## src/rtl/gpa_fhdo_pkg.sv

```systemverilog
// Shared definitions for the GPA-FHDO DAC80504 SPI target emulation.
// Holds the register addresses, the frame constants, the TRIGGER register
// codes and the SPI target state encoding.
package gpa_fhdo_pkg;

    localparam logic [3:0] ADDR_NOP     = 4'h0;
    localparam logic [3:0] ADDR_DEVID   = 4'h1;
    localparam logic [3:0] ADDR_SYNC    = 4'h2;
    localparam logic [3:0] ADDR_TRIGGER = 4'h5;
    localparam logic [3:0] ADDR_BRDCAST = 4'h6;
    localparam logic [3:0] ADDR_DAC0    = 4'h8;
    localparam logic [3:0] ADDR_DAC1    = 4'h9;
    localparam logic [3:0] ADDR_DAC2    = 4'hA;
    localparam logic [3:0] ADDR_DAC3    = 4'hB;

    localparam int         FRAME_BITS    = 24;
    localparam int         CNT_SAT       = 25;
    localparam logic [3:0] SOFT_RST_CODE = 4'b1010;
    localparam int         TRIG_LDAC_BIT = 4;

    typedef enum logic [1:0] {
        ST_IDLE   = 2'd0,
        ST_SHIFT  = 2'd1,
        ST_COMMIT = 2'd2
    } spi_state_t;

endpackage

```

## src/rtl/gpa_fhdo_spi_target_spi_sync_edge.sv

```systemverilog
// Two-flop synchroniser for one asynchronous input, plus a history flop
// used to produce single-cycle rise/fall strobes in the clk domain.
// Ports:
//   clk, rst_n : system clock, async active-low reset
//   din        : asynchronous input pin
//   level      : synchronised level
//   rise, fall : one-cycle edge strobes of the synchronised level
// RST_VAL is the idle level of the pin, so that releasing reset with the
// pin idle produces no spurious edge.
module spi_sync_edge #(
    parameter logic RST_VAL = 1'b0
) (
    input  logic clk,
    input  logic rst_n,
    input  logic din,
    output logic level,
    output logic rise,
    output logic fall
);

    logic meta;
    logic sync;
    logic hist;

    always_ff @(posedge clk or negedge rst_n) begin
        if (!rst_n) begin
            meta <= RST_VAL;
            sync <= RST_VAL;
            hist <= RST_VAL;
        end else begin
            meta <= din;
            sync <= meta;
            hist <= sync;
        end
    end

    assign level = sync;
    assign rise  = sync & ~hist;
    assign fall  = ~sync & hist;

endmodule

```

## src/rtl/gpa_fhdo_spi_target.sv

```systemverilog
// DAC80504 emulation for the GPA-FHDO board: SPI target end of the
// gpa_fhdo_iface link. All pins are oversampled on clk (>= 4x sclk).
// SPI timing: sclk idles high, sdi is captured on sclk falling edges, sdo
// presents the MSB from the csn falling edge and advances on sclk rising.
// Ports:
//   clk, rst_n                    : system clock, async active-low reset
//   sclk, csn, sdi, ldacn         : asynchronous SPI / load-DAC pins
//   sdo                           : readback data (0 while idle)
//   vout0..vout3                  : active 16-bit DAC codes
//   frame_ok_o, frame_err_o       : one-cycle frame accepted/discarded pulses
// Build option: define GPA_FHDO_SPI_TARGET_BRDCAST_EN to map the BRDCAST
// register (0x6), which writes all four DAC buffers at once.
//
// state  | meaning
// IDLE   | waiting for csn falling edge
// SHIFT  | frame in progress, counting sclk falling edges
// COMMIT | one cycle: apply or discard the captured frame
module gpa_fhdo_spi_target
    import gpa_fhdo_pkg::*;
#(
    parameter logic [15:0] DEVICE_ID = 16'h0214,
    parameter logic [3:0]  SYNC_RST  = 4'h0
) (
    input  logic        clk,
    input  logic        rst_n,
    input  logic        sclk,
    input  logic        csn,
    input  logic        sdi,
    input  logic        ldacn,
    output logic        sdo,
    output logic [15:0] vout0,
    output logic [15:0] vout1,
    output logic [15:0] vout2,
    output logic [15:0] vout3,
    output logic        frame_err_o,
    output logic        frame_ok_o
);

    logic sclk_lvl, sclk_rise, sclk_fall;
    logic csn_lvl, csn_rise, csn_fall;
    logic sdi_lvl, sdi_rise, sdi_fall;
    logic ldacn_lvl, ldacn_rise, ldacn_fall;
    logic unused_sync;

    spi_sync_edge #(.RST_VAL(1'b1)) u_sync_sclk (
        .clk(clk), .rst_n(rst_n), .din(sclk),
        .level(sclk_lvl), .rise(sclk_rise), .fall(sclk_fall));
    spi_sync_edge #(.RST_VAL(1'b1)) u_sync_csn (
        .clk(clk), .rst_n(rst_n), .din(csn),
        .level(csn_lvl), .rise(csn_rise), .fall(csn_fall));
    spi_sync_edge #(.RST_VAL(1'b0)) u_sync_sdi (
        .clk(clk), .rst_n(rst_n), .din(sdi),
        .level(sdi_lvl), .rise(sdi_rise), .fall(sdi_fall));
    spi_sync_edge #(.RST_VAL(1'b1)) u_sync_ldacn (
        .clk(clk), .rst_n(rst_n), .din(ldacn),
        .level(ldacn_lvl), .rise(ldacn_rise), .fall(ldacn_fall));

    assign unused_sync = ^{sclk_lvl, csn_lvl, sdi_rise, sdi_fall, ldacn_lvl, ldacn_rise};

    spi_state_t        state;
    logic [4:0]        bit_cnt;
    logic [23:0]       rx_sr;
    logic [23:0]       tx_sr;
    logic [15:0]       rdbk_q;
    logic [3:0]        sync_q;
    logic [3:0][15:0]  dac_buf;
    logic [3:0][15:0]  vout_q;

    logic              frame_good, wr_en, rd_en;
    logic [3:0]        addr;
    logic [15:0]       data;
    logic [3:0][15:0]  buf_nxt;
    logic [3:0]        sync_nxt;
    logic [3:0]        dac_wr;
    logic              soft_ldac, soft_rst, copy_sync;
    logic [15:0]       rd_data;
`ifdef GPA_FHDO_SPI_TARGET_BRDCAST_EN
    logic [15:0]       brd_q, brd_nxt;
`endif

    assign addr       = rx_sr[19:16];
    assign data       = rx_sr[15:0];
    assign frame_good = (state == ST_COMMIT) && (bit_cnt == 5'(FRAME_BITS));
    assign wr_en      = frame_good && !rx_sr[23];
    assign rd_en      = frame_good && rx_sr[23];
    assign copy_sync  = ldacn_fall || soft_ldac;

    // Next buffer values are computed first so that an LDAC copy landing
    // on the same cycle as a DAC write picks up the freshly written code.
    always_comb begin
        buf_nxt   = dac_buf;
        sync_nxt  = sync_q;
        dac_wr    = 4'b0000;
        soft_ldac = 1'b0;
        soft_rst  = 1'b0;
`ifdef GPA_FHDO_SPI_TARGET_BRDCAST_EN
        brd_nxt   = brd_q;
`endif
        if (wr_en) begin
            case (addr)
                ADDR_SYNC: sync_nxt = data[3:0];
                ADDR_TRIGGER: begin
                    soft_ldac = data[TRIG_LDAC_BIT];
                    soft_rst  = (data[3:0] == SOFT_RST_CODE);
                end
`ifdef GPA_FHDO_SPI_TARGET_BRDCAST_EN
                ADDR_BRDCAST: begin
                    buf_nxt = {4{data}};
                    dac_wr  = 4'b1111;
                    brd_nxt = data;
                end
`endif
                ADDR_DAC0, ADDR_DAC1, ADDR_DAC2, ADDR_DAC3: begin
                    buf_nxt[addr[1:0]] = data;
                    dac_wr[addr[1:0]]  = 1'b1;
                end
                default: ;
            endcase
        end
    end

    always_comb begin
        rd_data = 16'h0000;
        case (addr)
            ADDR_DEVID: rd_data = DEVICE_ID;
            ADDR_SYNC:  rd_data = {12'h000, sync_q};
`ifdef GPA_FHDO_SPI_TARGET_BRDCAST_EN
            ADDR_BRDCAST: rd_data = brd_q;
`endif
            ADDR_DAC0, ADDR_DAC1, ADDR_DAC2, ADDR_DAC3: rd_data = dac_buf[addr[1:0]];
            default: rd_data = 16'h0000;
        endcase
    end

    always_ff @(posedge clk or negedge rst_n) begin
        if (!rst_n) begin
            state       <= ST_IDLE;
            bit_cnt     <= '0;
            rx_sr       <= '0;
            tx_sr       <= '0;
            rdbk_q      <= '0;
            sync_q      <= SYNC_RST;
            dac_buf     <= '0;
            vout_q      <= '0;
            frame_ok_o  <= 1'b0;
            frame_err_o <= 1'b0;
`ifdef GPA_FHDO_SPI_TARGET_BRDCAST_EN
            brd_q       <= '0;
`endif
        end else begin
            frame_ok_o  <= 1'b0;
            frame_err_o <= 1'b0;
            case (state)
                ST_IDLE: begin
                    if (csn_fall) begin
                        state   <= ST_SHIFT;
                        bit_cnt <= '0;
                        tx_sr   <= {8'h00, rdbk_q};
                    end
                end
                ST_SHIFT: begin
                    if (csn_rise) begin
                        state <= ST_COMMIT;
                        tx_sr <= '0;
                    end else begin
                        if (sclk_fall) begin
                            rx_sr <= {rx_sr[22:0], sdi_lvl};
                            if (bit_cnt != 5'(CNT_SAT))
                                bit_cnt <= bit_cnt + 5'd1;
                        end
                        if (sclk_rise)
                            tx_sr <= {tx_sr[22:0], 1'b0};
                    end
                end
                ST_COMMIT: begin
                    state <= ST_IDLE;
                    if (frame_good)
                        frame_ok_o <= 1'b1;
                    else
                        frame_err_o <= 1'b1;
                    if (rd_en)
                        rdbk_q <= rd_data;
                end
                default: state <= ST_IDLE;
            endcase

            dac_buf <= buf_nxt;
            sync_q  <= sync_nxt;
`ifdef GPA_FHDO_SPI_TARGET_BRDCAST_EN
            brd_q   <= brd_nxt;
`endif
            for (int i = 0; i < 4; i++) begin
                if (dac_wr[i] && !sync_q[i])
                    vout_q[i] <= buf_nxt[i];
                else if (copy_sync && sync_q[i])
                    vout_q[i] <= buf_nxt[i];
            end

            if (soft_rst) begin
                dac_buf <= '0;
                vout_q  <= '0;
                sync_q  <= SYNC_RST;
                rdbk_q  <= '0;
`ifdef GPA_FHDO_SPI_TARGET_BRDCAST_EN
                brd_q   <= '0;
`endif
            end
        end
    end

    assign sdo   = tx_sr[23];
    assign vout0 = vout_q[0];
    assign vout1 = vout_q[1];
    assign vout2 = vout_q[2];
    assign vout3 = vout_q[3];

endmodule
```

## config.mk

```make
export PLATFORM = sky130hd
export DESIGN_NAME = gpa_fhdo_spi_target
export DESIGN_NICKNAME = d
export VERILOG_FILES = /design/src/rtl/gpa_fhdo_pkg.sv /design/src/rtl/gpa_fhdo_spi_target_spi_sync_edge.sv /design/src/rtl/gpa_fhdo_spi_target.sv
export SDC_FILE = /design/constraint.sdc
export NUM_CORES = 1
export LEC_CHECK = 0
export BUFFER_PORTS_ARGS = -buffer_cell sky130_fd_sc_hd__buf_2
export CORE_MARGIN = 3
export CORE_UTILIZATION = 50
export DETAILED_ROUTE_END_ITERATION = 8
export PLACE_DENSITY = 0.65
export SLEW_MARGIN = 25
export SYNTH_ARGS = -nofsm -noshare
export SYNTH_HDL_FRONTEND = slang
export SYNTH_SLANG_ARGS = --single-unit
```

## constraint.sdc

```tcl
create_clock -name clk -period 5.25 [get_ports clk]
set_clock_uncertainty 0.2 [all_clocks]
set_input_delay 0.7875 -clock clk [delete_from_list [all_inputs] [get_ports clk]]
set_output_delay 0.7875 -clock clk [all_outputs]
set_load 0.05 [all_outputs]
```

Word level (Yosys, flattened, before mapping)
Cells that the tools add are included.
{ "totals": {"in_bits": 6, "reg_bits": 216, "word_cells": 142, "out_inout_bits": 67} }
{ "op_classes": {"muxes": 48, "eq_ne": 18, "addsub": 1, "order_cmp": 2, "reduce_logical": 35, "bitwise": 11} }
{ "op_table": {"columns": ["cell", "n"], "rows": [
  ["64-bit 2-to-1 mux", 4],
  ["16-bit 2-to-1 mux", 13],
  ["24-bit 2-to-1 mux", 3],
  ["64-bit bitwise mux", 1],
  ["16-bit case mux with 3 select lines", 1],
  ["24-bit case mux with 2 select lines", 1],
  ["16-bit binary-select mux with 2-bit select", 1],
  ["16-bit demux with 2-bit select", 1],
  ["4-bit == test, second input constant", 5],
  ["4-bit 2-to-1 mux", 5],
  ["5-bit 2-to-1 mux", 4],
  ["1-bit logical AND", 12],
  ["3-bit nonzero test", 4],
  ["2-bit inequality test, second input constant", 5],
  ["5-bit case mux with 2 select lines", 1],
  ["2-bit nonzero test", 5],
  ["1-bit 2-to-1 mux", 9],
  ["1-bit NOT", 6],
  ["2-bit AND reduction", 3],
  ["3-bit AND reduction", 2],
  ["5-bit by 1-bit adder with 5-bit output, second input constant", 1],
  ["1-bit bitwise AND", 5],
  ["5-bit == test, second input constant", 1],
  ["1-bit zero test", 5],
  ["16 further kinds", 17]
]} }

Longest topological paths before layout
{ "logic_depth": {"word_depth": 10, "mapped_depth": 10, "mapped_depth_nobuf": 6} }

Hierarchy
From an unflattened synthesis, not the netlist that was laid out.
{ "hier_totals": {"hier_cells": 812, "hier_area_um2": 9885.7} }
{ "modules_own_cells": {"columns": ["module", "area_per_inst_um2", "cells_per_inst", "n_inst", "seq_area_each_um2"], "rows": [
  ["gpa_fhdo_spi_target", 9514.1, 792, 1, 5129.9],
  ["spi_sync_edge (u_sync_csn ...)", 93.8, 5, 3, 78.8],
  ["spi_sync_edge (u_sync_sdi)", 90.1, 5, 1, 75.1]
]} }

Worst setup path before layout
Ideal clock, no wire load.
{ "synth_path": {"path_kind": "register to register", "start": "register bit_cnt[0]", "end": "register vout_q (netlist bit vout0[15])", "arrival_time_ns": 1.864, "synth_period_minus_slack_ns": 2.168, "slack_ns": 3.082, "stages_incl_launch_ff": 9, "setup_time_ns": 0.104, "n_path_buf": 2, "required_ns": 4.946, "path_cell_list": "dfrtp_1 inv_1 ha_1 and4b_1 clkbuf_1 nand4_2 buf_4 mux2i_1 a221oi_1"} }
{ "synth_between": {"elab_chain_cells": 7, "word_cells_on_any_way": 14, "classes_between": "eq/ne (1); mux (7); reduce/logical (6)"} }
{ "synth_lines": {"columns": ["item", "line", "text"], "rows": [
  ["from (decl)", "gpa_fhdo_spi_target.sv:61", "logic [4:0] bit_cnt;"],
  ["from (signal assigned)", "gpa_fhdo_spi_target.sv:169", "bit_cnt <= bit_cnt + 5'd1;"],
  ["5-bit == test (*)", "gpa_fhdo_spi_target.sv:83", "assign frame_good = (state == ST_COMMIT) && (bit_cnt == 5'(FRAME_BITS));"],
  ["1-bit logical AND (*)", "gpa_fhdo_spi_target.sv:83", null],
  ["1-bit logical AND (*)", "gpa_fhdo_spi_target.sv:84", "assign wr_en = frame_good && !rx_sr[23];"],
  ["64-bit 2-to-1 mux, or another cell as far along", "gpa_fhdo_spi_target.sv:99", "if (wr_en) begin"],
  ["16-bit 2-to-1 mux, or another cell as far along", "gpa_fhdo_spi_target.sv:195", "else if (copy_sync && sync_q[i])"],
  ["16-bit 2-to-1 mux or 1-bit logical AND (tied branches)", "gpa_fhdo_spi_target.sv:193, gpa_fhdo_spi_target.sv:195", null],
  ["64-bit 2-to-1 mux or 3-bit nonzero test (tied branches)", null, null],
  ["to (signal, indexed assignment)", "gpa_fhdo_spi_target.sv:194", "vout_q[i] <= buf_nxt[i];"],
  ["to (signal, indexed assignment)", "gpa_fhdo_spi_target.sv:196", "vout_q[i] <= buf_nxt[i];"],
  ["to (decl)", "gpa_fhdo_spi_target.sv:67", "logic [3:0][15:0] vout_q;"]
]} }
Mark *: on every way between the ends. The rest lies on a longest branch, timed or not. The select of a mux whose other input is x is not followed.
A chain may end at the register's enable or synchronous reset.

Worst setup path in the final report
{ "layout_path": {"start": "register rx_sr[19]", "end": "register vout_q (netlist bit vout2[12])"} }
{ "layout_between": {"elab_chain_cells": 7, "word_cells_on_any_way": 21, "classes_between": "eq/ne (5); mux (11); reduce/logical (5)"} }
{ "layout_lines": {"columns": ["item", "line", "text"], "rows": [
  ["from (decl)", "gpa_fhdo_spi_target.sv:62", "logic [23:0] rx_sr;"],
  ["from (signal assigned)", "gpa_fhdo_spi_target.sv:167", "rx_sr <= {rx_sr[22:0], sdi_lvl};"],
  ["4-bit == test", "gpa_fhdo_spi_target.sv:100", "case (addr)"],
  ["4-bit OR reduction", "gpa_fhdo_spi_target.sv:100", null],
  ["64-bit 2-to-1 mux or 4-bit 2-to-1 mux (tied branches)", "gpa_fhdo_spi_target.sv:100", null],
  ["64-bit 2-to-1 mux or 4-bit 2-to-1 mux (tied branches)", "gpa_fhdo_spi_target.sv:99", null],
  ["16-bit 2-to-1 mux or 1-bit logical AND (tied branches)", "gpa_fhdo_spi_target.sv:195, gpa_fhdo_spi_target.sv:193", null],
  ["16-bit 2-to-1 mux", "gpa_fhdo_spi_target.sv:193", "if (dac_wr[i] && !sync_q[i])"],
  ["64-bit 2-to-1 mux", "gpa_fhdo_spi_target.sv:199", "if (soft_rst) begin"]
]} }
Several ways; a longest one is shown, not always the timed one. The select of a mux whose other input is x is not followed.

==> summary.md <==
| Metric | Value |
|---|---|
| Status | `completed` |
| CP max FO | `22` |
| Initial antenna violation count | `0` |
| Fin crit period | `3353 ps` |
| Max-Slew Margin vs Limit | `34.29%` |
| Die Width | `148.4 um` |
| Vias per inst | `6.085` |
| Vias in the first global route | `7296` |
| Vias | `7223` |
| Layout cell share with drive strength beyond 1 | `28.31%` |
| Synthesized Nets | `877` |
| Setup bufs post-CTS | `0` |
| YS warnings | `0` |
| Clock sink total | `216` |
| Fin. Hold Viols | `0` |
| Flip-flop and latch count after synthesis | `216` |
| GR Layer Usage met2 | `34.99%` |
| Ports | `73` |
| FP Rows | `51` |
| Initial DRC Count | `595` |
| Pin count of the biggest net entering global routing | `121` |
| Worst Max-Slew Pin Slew | `985.6 ps` |
| Final WL | `25.16 mm` |
| Root buf cell | `clkbuf_16` |
| Leak | `5.563 nW` |
| Setup crit start kind | `flip-flop` |
| RSZ-0062 raised after global routing | `no` |
| Routed Antenna Nets | `0` |
| Die Height | `148.4 um` |
| Mapped Cells | `868` |
| Non-filler cells, final | `1187` |
| DRC | `0` |
| Pins over their slew limit | `0` |
| Worst Path Required | `5400 ps` |
| Pwr/cell area | `327.6 nW/um2` |
| Number of instances in the placed design | `1143` |
| Cell Area, Synth | `10140 um2` |
| Setup_tns | `0 ps` |
| Maximum VDD drop | `0.0002295 V` |
| Area Growth Syn to Fin | `13.28%` |
| Clk Latency, worst-skew pair | `510 ps` |
| Met3 Use GR | `4.327%` |
| Initial core utilization | `51.44%` |
| Clock Path Buffers | `3` |
| Drt pass-1 iters | `5` |
| Crit path DAT | `3510 ps` |
| Max_cap viols | `0` |
| Crit Path Class | `flip-flop to flip-flop` |
| CTS resizes | `0` |
| Routability-driven placement congestion ratio | `0.8462` |
| Ant. Diodes | `0` |
| M1 GR Usage | `34.05%` |
| Seq. cell area | `5419 um2` |
| Final period utilization | `63.87%` |
| Final Setup Violations | `0` |
| Distinct cells, synth | `48` |
| Most frequent cells in the layout | `dfrtp_1, nor2_1, mux2i_1, buf_2, a21oi_1` |
| Top_reg_cell synth | `dfrtp_1` |
| Post-DP HPWL | `16.88 mm` |
| H-tree Lvls | `1` |
| Final nets | `913` |
| Wirelength per Cell | `21.20 um` |
| First-pass GRT wire length | `40.98 mm` |
| Port buffer count | `72` |
| # fillers | `1578` |
| CTS buffer count | `24` |
| Max Clk Rate | `298.2 MHz` |
| Core footprint | `19720 um2` |
| Critical Path End Type | `flip-flop` |
| GRT busiest layer | `met2` |
| Total gr overflow | `0` |
| Clk slew on worst S/H paths | `60 ps` |
| Total GRT Usage | `23.04%` |
| CTS tree | `done` |
| Post-synth ARST share | `100.0%` |
| Syn_area_per_cell | `11.69 um2` |
| Most common cell after layout, fill and taps aside | `dfrtp_1` |
| Multi-input combinational cell area | `4302 um2` |
| CTS Hold Bufs | `0` |
| Register area share after synthesis | `53.40%` |
| Die area | `22030 um2` |
| Hold WC Path Type | `primary input to asynchronous set/reset pin` |
| Post-synth EDFFs | `0` |
final timing paths:
| path | start | endpoint | slack, ps | cells after the start |
|---|---|---|---|---|
| worst min-delay path | rst_n | bit_cnt[2] | 150 | 1 |
| max in group asynchronous | rst_n | vout1[11] | 3590 | 2 |
| min in group clk | u_sync_sdi.meta | u_sync_sdi.level | 150 | 0 |
| worst min register to register | u_sync_sdi.meta | u_sync_sdi.level | 150 | 0 |
| worst max register to register | rx_sr[19] | vout2[12] | 1900 | 5 |
| worst max-delay path | rx_sr[19] | vout2[12] | 1900 | 5 |
per-layer routing:
layer / share of wire, % / up-vias
li1: - / 3238
met1: 45 / 3662
met2: 45 / 277
met3: 6.6 / 46
met4: 3.0 / 0
met5: 0 / -
report_power, final:
part / switching (mW) / internal [mW]
clock network: 0.700 / 1.11
logic: 0.115 / 0.0662
registers: 0.0707 / 1.70
final cells by class:
class / instances / share of cell area [%]
clock inverters: 16 / 1.764
clock buffers: 28 / 5.804
well taps: 265 / 2.885
repair buffers: 87 / 4.334
multi-input cells: 556 / 37.43
inverters: 19 / 0.6206
flip-flops and latches: 216 / 47.16
state kept, by name (all words and copies together) (netlist names), 16 cells and up:
register / count
vout1: 16
tx_sr: 24
vout3: 16
dac_buf: 64
vout2: 16
rdbk_q: 16
vout0: 16
rx_sr: 24
cell families (layout without fill, tap and decap cells):
| logic type | count (synthesis) | in the layout | synth area share, % |
|---|---|---|---|
| and+or+nand+nor | 251 | 251 | 14.01 |
| adders and majority gates | 3 | 3 | 0.3701 |
| AOI/OAI and AO/OA | 168 | 168 | 12.16 |
| buffers and inverters | 96 | 150 | 4.440 |
| DFF | 216 | 216 | 53.40 |
| muxes | 134 | 134 | 15.62 |
per-stage QoR:
step | worst slack [ps] | power, mW | cell area [um2] | hold WS [ps] | util [%]
after floorplan | 3082 | 1.883 | 10140 | 131.2 | -
after global placement | 2162 | 1.972 | 10600 | 136.3 | 53.76
after detailed placement | 1965 | 1.981 | 10610 | 137.0 | 53.83
after CTS | 1944 | 3.797 | 11480 | 151.0 | 58.24
after global routing | 1707 | 3.893 | 11490 | 162.1 | 58.28
final | 1897 | 3.764 | 11490 | 147.8 | 58.28
synth_stat cells, drive strengths merged, types with 2 or more instances:
| master | instances | area share, % |
|---|---|---|
| nand2b | 5 | 0.31 |
| o22ai | 2 | 0.12 |
| o21ai | 6 | 0.30 |
| nor2b | 8 | 0.49 |
| mux4 | 15 | 3.3 |
| o221ai | 48 | 4.1 |
| ha | 3 | 0.37 |
| nand3b | 49 | 3.6 |
| dfrtp | 207 | 51 |
| a22o | 18 | 1.6 |
| o2bb2ai | 13 | 1.1 |
| nand4 | 3 | 0.25 |
| or3 | 3 | 0.19 |
| mux2 | 44 | 4.9 |
| a22oi | 2 | 0.15 |
| buf | 46 | 2.6 |
| nor3 | 8 | 0.60 |
| and4 | 3 | 0.26 |
| o22a | 3 | 0.27 |
| mux2i | 75 | 7.4 |
| a21oi | 56 | 2.8 |
| nand4b | 2 | 0.17 |
| nor2 | 94 | 3.5 |
| dfstp | 9 | 2.3 |
| clkbuf | 31 | 1.1 |
| inv | 19 | 0.70 |
| a21o | 2 | 0.15 |
| nand2 | 15 | 0.56 |
| or2 | 48 | 3.0 |
| nand3 | 3 | 0.15 |
| a221oi | 16 | 1.4 |
| and4b | 3 | 0.30 |
worst max-delay path, cell delays in order (launching register included):
cell and delay, ps:
dfrtp_1 660, nor2b_1 450, and4_1 750, buf_4 410, o22a_1 550, a21oi_1 150
(Power assumes the default switching activity.)
